## config.mk

```make
export PLATFORM = sky130hd
export DESIGN_NAME = dsd_dop_packer
export DESIGN_NICKNAME = d
export VERILOG_FILES = /design/src/rtl/dsd_dop_packer.sv
export SDC_FILE = /design/constraint.sdc
export NUM_CORES = 1
export LEC_CHECK = 0
export ABC_AREA = 1
export CAP_MARGIN = 20
export CELL_PAD_IN_SITES_DETAIL_PLACEMENT = 1
export CELL_PAD_IN_SITES_GLOBAL_PLACEMENT = 1
export CORE_ASPECT_RATIO = 0.6
export CORE_UTILIZATION = 45
export CTS_BUF_LIST = sky130_fd_sc_hd__clkbuf_16
export CTS_CLUSTER_DIAMETER = 60
export DETAILED_ROUTE_END_ITERATION = 16
export PLACE_DENSITY_LB_ADDON = 0.25
export SKIP_LAST_GASP = 1
export SLEW_MARGIN = 20
export SYNTH_ARGS = -nofsm -noshare
export SYNTH_HDL_FRONTEND = slang
export SYNTH_SLANG_ARGS = --single-unit
```

## constraint.sdc

```tcl
create_clock -name clk -period 4.8 [get_ports clk]
set_input_delay 0.72 -clock clk [delete_from_list [all_inputs] [get_ports clk]]
set_output_delay 0.72 -clock clk [all_outputs]
set_load 0.03 [all_outputs]
```

## src/rtl/dsd_dop_packer.sv

```systemverilog
// Packs the 1-bit DSD stream into 24-bit DoP words {marker, 16 DSD bits} and
// queues them in a first-word-fall-through FIFO for the PCM/I2S transmit path.
module dsd_dop_packer #(
  parameter int unsigned FIFO_DEPTH = 4,
  parameter logic [7:0]  MARKER_A   = 8'h05,
  parameter logic [7:0]  MARKER_B   = 8'hFA
) (
  input  logic                                clk,
  input  logic                                rst,
  input  logic                                en,
  input  logic                                dsd_bit,
  input  logic                                dsd_ce,
  output logic [23:0]                         out_word,
  output logic                                out_valid,
  input  logic                                out_ready,
  output logic                                overflow,
  input  logic                                overflow_clr,
  output logic [$clog2(FIFO_DEPTH+1)-1:0]     level
);

  localparam int unsigned AW = (FIFO_DEPTH > 1) ? $clog2(FIFO_DEPTH) : 1;
  localparam int unsigned LW = $clog2(FIFO_DEPTH + 1);

  typedef enum logic {
    PH_A,
    PH_B
  } phase_e;

  phase_e          phase_q, phase_d;
  logic [15:0]     sreg_q, sreg_d;
  logic [3:0]      bit_cnt_q, bit_cnt_d;
  logic [AW-1:0]   wr_ptr_q, wr_ptr_d;
  logic [AW-1:0]   rd_ptr_q, rd_ptr_d;
  logic [LW-1:0]   level_q, level_d;
  logic            overflow_q, overflow_d;
  logic [23:0]     mem_q [FIFO_DEPTH];

  logic            shift;
  logic            word_done;
  logic            full;
  logic            pop;
  logic            push_ok;
  logic            drop;
  logic [7:0]      marker;
  logic [23:0]     push_word;

  always_comb begin
    shift     = en && dsd_ce;
    word_done = shift && (bit_cnt_q == 4'd15);
    full      = (level_q == LW'(FIFO_DEPTH));
    pop       = (level_q != '0) && out_ready;
    // A full FIFO still accepts a word when the head leaves on the same edge.
    push_ok   = word_done && (!full || pop);
    drop      = word_done && full && !pop;
    marker    = (phase_q == PH_A) ? MARKER_A : MARKER_B;
    push_word = {marker, sreg_q[14:0], dsd_bit};
  end

  always_comb begin
    sreg_d    = sreg_q;
    bit_cnt_d = bit_cnt_q;
    phase_d   = phase_q;
    if (!en) begin
      sreg_d    = '0;
      bit_cnt_d = '0;
      phase_d   = PH_A;
    end else begin
      if (shift) begin
        sreg_d    = {sreg_q[14:0], dsd_bit};
        bit_cnt_d = bit_cnt_q + 4'd1;
      end
      // Only delivered words flip the marker, so the output stream alternates.
      if (push_ok) begin
        phase_d = (phase_q == PH_A) ? PH_B : PH_A;
      end
    end
  end

  always_comb begin
    wr_ptr_d   = wr_ptr_q;
    rd_ptr_d   = rd_ptr_q;
    level_d    = level_q;
    overflow_d = overflow_q;
    if (push_ok) begin
      wr_ptr_d = wr_ptr_q + AW'(1);
    end
    if (pop) begin
      rd_ptr_d = rd_ptr_q + AW'(1);
    end
    case ({push_ok, pop})
      2'b10:   level_d = level_q + LW'(1);
      2'b01:   level_d = level_q - LW'(1);
      default: level_d = level_q;
    endcase
    if (drop) begin
      overflow_d = 1'b1;
    end else if (overflow_clr) begin
      overflow_d = 1'b0;
    end
  end

  always_ff @(posedge clk) begin
    if (rst) begin
      phase_q    <= PH_A;
      sreg_q     <= '0;
      bit_cnt_q  <= '0;
      wr_ptr_q   <= '0;
      rd_ptr_q   <= '0;
      level_q    <= '0;
      overflow_q <= 1'b0;
    end else begin
      phase_q    <= phase_d;
      sreg_q     <= sreg_d;
      bit_cnt_q  <= bit_cnt_d;
      wr_ptr_q   <= wr_ptr_d;
      rd_ptr_q   <= rd_ptr_d;
      level_q    <= level_d;
      overflow_q <= overflow_d;
    end
  end

  always_ff @(posedge clk) begin
    if (push_ok) begin
      mem_q[wr_ptr_q] <= push_word;
    end
  end

  always_comb begin
    out_word  = mem_q[rd_ptr_q];
    out_valid = (level_q != '0);
    level     = level_q;
    overflow  = overflow_q;
  end

endmodule

```

==> results of run 1 <==
worst max-delay path, stage by stage (launching register included):
cell and delay (ns):
dfxtp_1 0.52, inv_1 0.53, o21ai_0 0.17, o22ai_1 0.34, clkdlybuf4s50_1 0.75
power by group through the flow:
stage	Clock, uW	Sequential, uW	Combinational, uW
2_1_floorplan	0	1020	440
3_3_place_gp	0	1020	654
3_5_place_dp	0	1020	670
4_1_cts	645	1000	672
5_1_grt	666	1010	721
6_report	634	1000	666
registers in the layout (all words and copies together) (netlist names), named ones only:
signal     count
bit_cnt_q      4
level          3
mem_q         72
overflow       1
phase_q        1
rd_ptr_q       2
sreg_q        15
wr_ptr_q       2
placed cells by master, fill, tap and decap left out:
cell type and instances:
nor3_1 2, xnor2_1 1, fa_1 1, o21ai_0 56, clkinvlp_2 1, clkbuf_16 9, nor2_8 1, nand2_1 8
nand4_1 1, nand3_1 3, inv_1 27, buf_4 5, clkinv_2 2, o22ai_1 19, and2_1 1, nand2_2 3
nor2_1 52, nand2_4 1, o21ai_1 2, inv_2 4, xor2_1 1, a31oi_1 7, a21oi_1 16, and3_1 1
clkdlybuf4s50_1 35, dfxtp_1 30, nand3_4 1, edfxtp_1 72, ha_1 5, clkinvlp_4 1, clkinv_1 2
metal layers:
layer	part of all wire, %	vias up	wire [um]	GRT usage, %
met5	0	-	0	0
met4	1.4	0	120	6.83
met3	4.9	12	418	5.00
met2	46	54	3970	32.9
met1	47	1273	4060	27.1
li1	-	1233	-	-
cells by family after synthesis:
| logic type | count (synthesis) |
|---|---|
| flops | 102 |
| simple gates | 74 |
| compound gates | 100 |
| buf+inv | 51 |
| fa+ha+maj | 6 |
| xor+xnor | 2 |
how the worst min path moves through the flow:
| stage | from | endpoint | slack [ns] |
|---|---|---|---|
| after floorplan | rd_ptr_q[1]$_SDFFE_PP0P_ | register | 0.44 |
| after global placement | rd_ptr_q[0]$_SDFFE_PP0P_ | rd_ptr_q[0]$_SDFFE_PP0P_ | 0.46 |
| after detailed placement | rd_ptr_q[1]$_SDFFE_PP0P_ | register | 0.47 |
| after CTS | rd_ptr_q[1]$_SDFFE_PP0P_ | rd_ptr_q[1]$_SDFFE_PP0P_ | 0.48 |
| after global routing | rd_ptr_q[1]$_SDFFE_PP0P_ | rd_ptr_q[1]$_SDFFE_PP0P_ | 0.50 |
| final | rd_ptr_q[1]$_SDFFE_PP0P_ | rd_ptr_q[1]$_SDFFE_PP0P_ | 0.48 |
through the flow:
step | instances | setup slack [ns] | power, uW | hold WS (ns) | cell area, sq um
floorplan | 335 | 2.30 | 1460 | 0.436 | 3970
CTS | 482 | 1.38 | 2320 | 0.480 | 4630
finish | 482 | 1.41 | 2300 | 0.477 | 4630
detailed placement | 466 | 1.75 | 1690 | 0.471 | 4370
global placement | 466 | 1.85 | 1670 | 0.461 | 4370
global route | 482 | 1.18 | 2390 | 0.498 | 4630
layout make-up:
cell class / instances / share of cell area [%]
multi-input cells: 182 / 20.9
flip-flops and latches: 102 / 59.6
inverters: 30 / 2.43
clock inverters: 7 / 0.729
clock buffers: 9 / 4.86
well taps: 112 / 3.03
repair buffers: 40 / 8.37
==> impl_results.md, run 1 <==
* Overall Global Routing Usage at 20.3%
* Rel. slew slack at 54.7%
* Area share of fa/ha/maj cells after synthesis at 2.08%
* Setup TNS at 0 ns
* Most common cell in the netlist: edfxtp_1
* Syn_nets at 348
* Arrival time worst endpoint at 2.67 ns
* DR WL/cell at 17.8 um
* Number of CTS-inserted buffers at 9
* Placed wire-length estimate at 5.69 mm
* Iteration-0 DRC Markers at 181
* Mapped Cells at 335
* Final #Nets at 378
* Multiplexer share of the synthesized area at 0%
* Switching share of power at 33.0%
* Int Pwr at 1540 uW
* Clk pwr share at 27.5%
* Yosys warns at 0
* Period utilisation layout at 70.6%
* First-pass GRT wire length at 13.3 mm
* Detailed Route WL at 8.57 mm
* Drt pass-1 iters at 6
* Leakage power at 0.00162 uW
* EDFF count, synth at 72
* Fillers at 904
* Number of global-route vias before repair at 2,482
* Synth Area in XOR/XNOR at 0.441%
* Clock root buffer: clkbuf_16
* Antenna viol nets, final at 0
* Core Region at 8520 sq um
* Util after Layout at 54.3%
* Final hold vios at 0
* RR Startpoint: bit_cnt_q[0]$_SDFFE_PP0P_
* Fmax at 295 MHz
* Setup Fix Bufs, Post-CTS at 0
* CTS tree: done
* GR Overflow Total at 0
* Clk buf depth at 2
* Layout cells sized above 1 at 7.57%
* Combinational share of power at 28.9%
* Final Max Tran Viols at 0
* Commonest register cell after synthesis: edfxtp_1
* Post-synth ARST share at 0%
* Yosys cell types at 30
* Io pins at 36
* Peak supply drop at 0.000214 V
* Reg clk slew, reported paths at 0.06 ns
* Synth cell count leaders: edfxtp_1, o21ai_0, nor2_1, dfxtp_1, inv_1
* Crit Reg-Reg Endpoint: level[2]$_SDFFE_PP0P_
* Hold Crit Class: reg2reg
* Setup CP Type: reg2out
* Reg2reg path depth at 10
* Top cell type's share of synthesized area at 54.4%
* Largest family of logic cells by synthesized area: compound AO/OA/AOI/OAI gates
* Via density at 5.34
* H-tree depth at 3
* Clock skew at 0.00714 ns
* Antenna diodes at 0
* CTS Sinks at 102
* Count of final setup violators at 0
* Worst Setup Start Kind: register
* DIE HEIGHT at 74.8 um
* Min Tclk post-route at 3.39 ns
* Synth Area in Compound Gates at 13.4%
* Register area share after synthesis at 69.5%
* R2r setup slk at 2.95 ns
* Synth Register Bits at 102
* Crit path required time at 4.08 ns
* Hold depth at 2
* Hold_buf cts at 0
* CP max FO at 19
* Post-CTS resize count at 0
* Initial Util at 46.6%
* Mean Syn Cell Area at 11.9 sq um
* Area Overhead vs Synth at 16.6%
* Final Wtd Congestion at 0.752
* Initial antenna violation count at 0
* Area contributors post-synth: edfxtp_1, dfxtp_1, o21ai_0, nor2_1, o22ai_1
* Reg power frac at 43.5%
* Die area at 9220 sq um
* Via count at 2,572
* Crit. End Element: output port
* Die X at 123 um
* Worst-margin pin slew at 0.677 ns
* Largest net degree at the start of global routing at 37
* # rows at 26
* Post-synth top area cell: edfxtp_1
* Max-cap viol count at 0
* Status: finished, final reports clean
* PD cells at 497 nW/um^2
* Unrepaired setup endpoints after global routing: no
* Storage element area at 2760 sq um
* I/O Buffers at 35
* Post-Syn Area at 3970 sq um
* Worst Setup EP: out_word[21]
* Multi-input logic area at 970 sq um
* Drt drc at 0
* Skew-Pair Late Insertion Delay at 0.34 ns
* Psw at 758 uW
* Post-synthesis simple-gate area fraction at 8.47%
(Power assumes the default switching activity.)
==> inputs of run 2 (changes only) <==
--- a/config.mk
+++ b/config.mk
@@ -10,7 +10,7 @@
 export CELL_PAD_IN_SITES_DETAIL_PLACEMENT = 1
 export CELL_PAD_IN_SITES_GLOBAL_PLACEMENT = 1
 export CORE_ASPECT_RATIO = 0.6
-export CORE_UTILIZATION = 45
+export CORE_UTILIZATION = 41
 export CTS_BUF_LIST = sky130_fd_sc_hd__clkbuf_16
 export CTS_CLUSTER_DIAMETER = 60
 export DETAILED_ROUTE_END_ITERATION = 16
==> constraint.sdc (replaced) <==
create_clock -name clk -period 3.1 [get_ports clk]
set_input_delay 0.465 -clock clk [delete_from_list [all_inputs] [get_ports clk]]
set_output_delay 0.465 -clock clk [all_outputs]
set_load 0.03 [all_outputs]
==> impl_results.md, run 2 (synthesis results as in run 1) <==
* Period utilisation layout at 92.0%
* Initial antenna violation count at 0 (unchanged)
* Final Max Tran Viols at 0 (unchanged)
* Hold_buf cts at 0 (unchanged)
* Worst-margin pin slew at 0.559 ns (-0.119 ns)
* GR Overflow Total at 0 (unchanged)
* Number of CTS-inserted buffers at 9 (unchanged)
* Setup CP Type: reg2out
* Hold_sp: rd_ptr_q[1]$_SDFFE_PP0P_
* Max reg flops at 72 (unchanged)
* Setup Fix Bufs, Post-CTS at 0 (unchanged)
* Final Wtd Congestion at 0.734 (-2.4%)
* Initial Util at 42.8% (-3.8 points)
* # rows at 27 (+3.8%)
* Fillers at 978 (+8.2%)
* Clock skew at 0.0104 ns (+0.00325 ns)
* Min Tclk post-route at 2.85 ns
* Area Overhead vs Synth at 19.6%
* Peak supply drop at 0.000301 V (+41%)
* Clk buf depth at 2 (unchanged)
* CP max FO at 36 (+17)
* Reg clk slew, reported paths at 0.07 ns (about the same)
* Fmax at 350 MHz
* Largest net degree at the start of global routing at 37 (unchanged)
* Largest registers: mem_q (72), sreg_q (15), bit_cnt_q (4)
* Die area at 10,100 sq um (+9.5%)
* I/O Buffers at 35 (unchanged)
* Number of global-route vias before repair at 2,589 (+4.3%)
* Crit. End Element: output port
* Via density at 5.03 (-5.7%)
* Io pins at 36 (unchanged)
* PD cells at 804 nW/um^2 (+62%)
* Hold Slack at 0.470 ns (-0.00698 ns)
* DIE HEIGHT at 78.2 um (+4.6%)
* Commonest cells after routing, fill and taps aside: edfxtp_1, o21ai_0, nor2_1
* H-tree depth at 3 (unchanged)
* First-pass GRT wire length at 14.3 mm (+7.5%)
* Drt drc at 0 (unchanged)
* Status: finished, final reports clean
* Drt pass-1 iters at 4 (-2)
* Final hold vios at 0 (unchanged)
* Placed wire-length estimate at 5.92 mm (+4.1%)
* Die X at 129 um (+4.7%)
* Rel. slew slack at 62.7% (+8.0 points)
* Skew-Pair Late Insertion Delay at 0.34 ns (about the same)
* Post-CTS resize count at 0 (unchanged)
* Crit path required time at 2.63 ns (-1.45 ns)
* CTS tree: done
* Core Region at 9290 sq um (+9.0%)
* CTS Sinks at 102 (unchanged)
* Leading cell type in the layout, fill and taps excluded: edfxtp_1
* RR Startpoint: bit_cnt_q[0]$_SDFFE_PP0P_
* Final #Nets at 381 (+0.79%)
* Unrepaired setup endpoints after global routing: no
* Antenna diodes at 0 (unchanged)
* Setup TNS at 0 ns (unchanged)
* DR WL/cell at 17.7 um (-0.36%)
* Hold Crit Class: reg2reg
* Leakage power at 0.00167 uW (+2.9%)
* Iteration-0 DRC Markers at 253 (+40%)
* Via count at 2,531 (-1.6%)
* Layout cells sized above 1 at 9.12% (+1.5 points)
* Largest reg by FF count: mem_q
* Overall Global Routing Usage at 19.6% (-0.62 points)
* Max-cap viol count at 0 (unchanged)
* Count of final setup violators at 0 (unchanged)
* Detailed Route WL at 8.91 mm (+4.0%)
* Worst Setup Start Kind: register
* Antenna viol nets, final at 0 (unchanged)
* Clock root buffer: clkbuf_16
* Arrival time worst endpoint at 2.39 ns (-0.28 ns)
run 2: changes by cell type in the layout (fill, tap and decap cells not counted), sizes merged:
cell | previous run | this run
buf | 5 | 8
bufinv | 0 | 2
clkbuf | 9 | 10
clkinvlp | 2 | 1
inv | 31 | 29
run 2: power by group:
part / total (uW) / internal, uW / switching [uW]
Sequential: 1530 / 1490 / 41.0
Combinational: 1060 / 376 / 682
Clock: 1230 / 752 / 483
Total: 3820 / 2620 / 1210
run 2: worst paths after layout:
path                                                 end  cells past startpoint  slack (ns)
worst max-delay path                        out_word[22]                      4        0.25
worst min register to register  rd_ptr_q[1]$_SDFFE_PP0P_                      2        0.47
worst max register to register     level[2]$_SDFFE_PP0P_                     10        1.19
worst min-delay path            rd_ptr_q[1]$_SDFFE_PP0P_                      2        0.47
run 2: critical path: stages (launching register included):
cell,delay (ns)
dfxtp_1,0.32
inv_2,0.41
o21ai_0,0.20
o22ai_1,0.35
clkdlybuf4s50_1,0.75
run 2: per-layer routing:
metal  global-route usage [%]  vias up  wire (um)
met1                     27.4     1222       4160
met5                        0        -          0
met2                     30.2       62       4000
met4                     6.47        0         74
li1                         -     1239          -
met3                     4.70        8        670
run 2: per-stage QoR:
| stage | util (%) | setup slack [ns] | cell area [sq um] | total power (uW) | std cells |
|---|---|---|---|---|---|
| 3_3_place_gp | 47.6 | 0.683 | 4420 | 2580 | 487 |
| 3_5_place_dp | 47.6 | 0.562 | 4420 | 2620 | 487 |
| 5_1_grt | 51.1 | 0.0580 | 4750 | 3980 | 503 |
| 6_report | 51.1 | 0.247 | 4750 | 3820 | 503 |
| 2_1_floorplan | - | 0.855 | 3970 | 2250 | 335 |
| 4_1_cts | 51.1 | 0.157 | 4750 | 3850 | 503 |
run 2: cell type report:
cell class,instances,area (sq um),area share (%)
Inverter,30,113,2.37
Tap cell,130,163,3.42
Clock buffer,10,250,5.27
Sequential cell,102,2760,58.2
Timing Repair Buffer,43,410,8.64
Clock inverter,6,82.6,1.74
Multi-Input combinational cell,182,970,20.4
==> inputs of run 3 (changes only) <==
--- a/config.mk
+++ b/config.mk
@@ -8,9 +8,9 @@
 export ABC_AREA = 1
 export CAP_MARGIN = 20
 export CELL_PAD_IN_SITES_DETAIL_PLACEMENT = 1
-export CELL_PAD_IN_SITES_GLOBAL_PLACEMENT = 1
+export CELL_PAD_IN_SITES_GLOBAL_PLACEMENT = 2
 export CORE_ASPECT_RATIO = 0.6
-export CORE_UTILIZATION = 41
+export CORE_UTILIZATION = 35
 export CTS_BUF_LIST = sky130_fd_sc_hd__clkbuf_16
 export CTS_CLUSTER_DIAMETER = 60
 export DETAILED_ROUTE_END_ITERATION = 16
==> impl_results.md, run 3 (synthesis results as in run 1) <==
* Final Max Tran Viols at 0 (unchanged)
* Arrival time worst endpoint at 2.27 ns (-0.12 ns)
* Antenna diodes at 0 (unchanged)
* Switching share of power at 33.2% (+1.7 points)
* Total power at 3640 uW (-4.7%)
* Crit. End Element: output port
* Slack of the critical path at 0.370 ns (+0.123 ns)
* Max-cap viol count at 0 (unchanged)
* Largest net degree at the start of global routing at 27 (-27%)
* Setup Fix Bufs, Post-CTS at 0 (unchanged)
* Antenna viol nets, final at 0 (unchanged)
* Unrepaired setup endpoints after global routing: no
* Setup TNS at 0 ns (unchanged)
* Combinational share of power at 29.2% (+1.5 points)
* Core Region at 10,800 sq um (+16%)
* Skew-Pair Late Insertion Delay at 0.34 ns (about the same)
* Rel. slew slack at 64.3% (+1.6 points)
* Min Tclk post-route at 2.73 ns (-0.123 ns)
* Detailed Route WL at 8.55 mm (-4.0%)
* Initial Util at 36.7% (-6.0 points)
* Hold Slack at 0.478 ns (+0.00785 ns)
* Clock root buffer: clkbuf_16
* Final Wtd Congestion at 0.753 (+2.6%)
* H-tree depth at 3 (unchanged)
* Post-CTS resize count at 0 (unchanged)
* GR Overflow Total at 0 (unchanged)
* Largest reg by FF count: mem_q
* I/O Buffers at 35 (unchanged)
* Worst-margin pin slew at 0.534 ns (-0.0245 ns)
* Final hold vios at 0 (unchanged)
* Via count at 2,529 (-0.079%)
* Fmax at 366 MHz (+4.5%)
* DR WL/cell at 16.5 um (-6.6%)
* CP max FO at 26 (-28%)
* Leading cell type in the layout, fill and taps excluded: edfxtp_1
* DIE HEIGHT at 84.5 um (+8.0%)
* CTS tree: done
* Count of final setup violators at 0 (unchanged)
* Clock skew at 0.00510 ns (-0.00529 ns)
* Via density at 4.89 (-2.8%)
* Worst Setup Start Kind: register
* Die X at 140 um (+8.1%)
* Number of CTS-inserted buffers at 9 (unchanged)
* Setup WS pre-CTS at 0.587 ns (+0.0252 ns)
* Number of global-route vias before repair at 2,597 (+0.31%)
* Setup CP Type: reg2out
* CTS Sinks at 102 (unchanged)
* Die area at 11,800 sq um (+17%)
* First-pass GRT wire length at 14.1 mm (-1.3%)
* Commonest cells after routing, fill and taps aside: edfxtp_1, o21ai_0, nor2_1
* Reg power frac at 41.9% (+1.9 points)
* Int Pwr at 2430 uW (-7.0%)
* Period utilisation layout at 88.1% (-4.0 points)
* Leakage power at 0.00167 uW (+0.17%)
* Psw at 1210 uW (+0.31%)
* PD cells at 767 nW/um^2 (-4.6%)
* Iteration-0 DRC Markers at 155 (-39%)
* Hold Crit Class: reg2reg
* Overall Global Routing Usage at 15.8% (-3.8 points)
* Largest registers: mem_q (72), sreg_q (15), bit_cnt_q (4)
* Final #Nets at 386 (+1.3%)
* Hold_buf cts at 0 (unchanged)
* Drt pass-1 iters at 4 (unchanged)
* Crit path required time at 2.63 ns (about the same)
* Status: finished, final reports clean
* Placed wire-length estimate at 5.74 mm (-3.0%)
* Initial antenna violation count at 0 (unchanged)
* Io pins at 36 (unchanged)
* Clk buf depth at 2 (unchanged)
* Layout cells sized above 1 at 10.3% (+1.2 points)
* Area Overhead vs Synth at 19.5% (about the same)
* Drt drc at 0 (unchanged)
* Reg clk slew, reported paths at 0.07 ns (about the same)
* Clk pwr share at 28.9% (-3.4 points)
* Max reg flops at 72 (unchanged)
* Peak supply drop at 0.000262 V (-13%)
* # rows at 29 (+7.4%)
-- run 3: path summary, 6_finish.rpt --
| check | slack, ns | cells past startpoint | startpoint | end |
|---|---|---|---|---|
| setup / recovery | 0.37 | 4 | register | out_word[21] |
| hold / removal | 0.48 | 2 | rd_ptr_q[1]$_SDFFE_PP0P_ | rd_ptr_q[1]$_SDFFE_PP0P_ |
| setup reg to reg | 1.28 | 10 | bit_cnt_q[0]$_SDFFE_PP0P_ | level[2]$_SDFFE_PP0P_ |
| hold reg to reg | 0.48 | 2 | rd_ptr_q[1]$_SDFFE_PP0P_ | rd_ptr_q[1]$_SDFFE_PP0P_ |
-- run 3: per-layer routing --
layer | routed length [um] | vias to the layer above | part of all wire, % | track usage, %
met5 | 0 | - | 0 | 0
met4 | 84 | 0 | 0.98 | 4.80
met3 | 315 | 6 | 3.7 | 3.76
met2 | 3580 | 40 | 42 | 24.0
met1 | 4570 | 1226 | 53 | 22.6
li1 | - | 1257 | - | -
-- run 3: critical path, stage by stage (launching register included) --
cell and delay [ns]:
dfxtp_1 0.32, inv_2 0.35, o21ai_0 0.16, o22ai_1 0.33, clkdlybuf4s50_1 0.75
-- run 3: power by group through the flow --
stage                     combinational (uW)  clock, uW  sequential (uW)
final                                   1060       1050             1530
after global routing                    1150       1130             1530
after CTS                               1080       1080             1530
after detailed placement                1070          0             1560
after global placement                  1060          0             1550
after floorplan                          682          0             1570
-- run 3: cell type report --
| cell class | instances | area [sq um] |
|---|---|---|
| sequential | 102 | 2760 |
| clock inverter | 7 | 56.3 |
| inverter | 30 | 113 |
| clock buffer | 9 | 225 |
| timing repair buffer | 48 | 448 |
| multi-input combinational | 182 | 970 |
| fill | 1158 | 6060 |
| tap | 139 | 174 |
-- run 3: metrics by stage --
| step | util (%) | cell area [sq um] | std cells |
|---|---|---|---|
| floorplan | - | 3970 | 335 |
| global placement | 41.3 | 4470 | 501 |
| detailed placement | 41.3 | 4470 | 501 |
| CTS | 43.9 | 4750 | 517 |
| global route | 43.9 | 4750 | 517 |
| finish | 43.9 | 4750 | 517 |
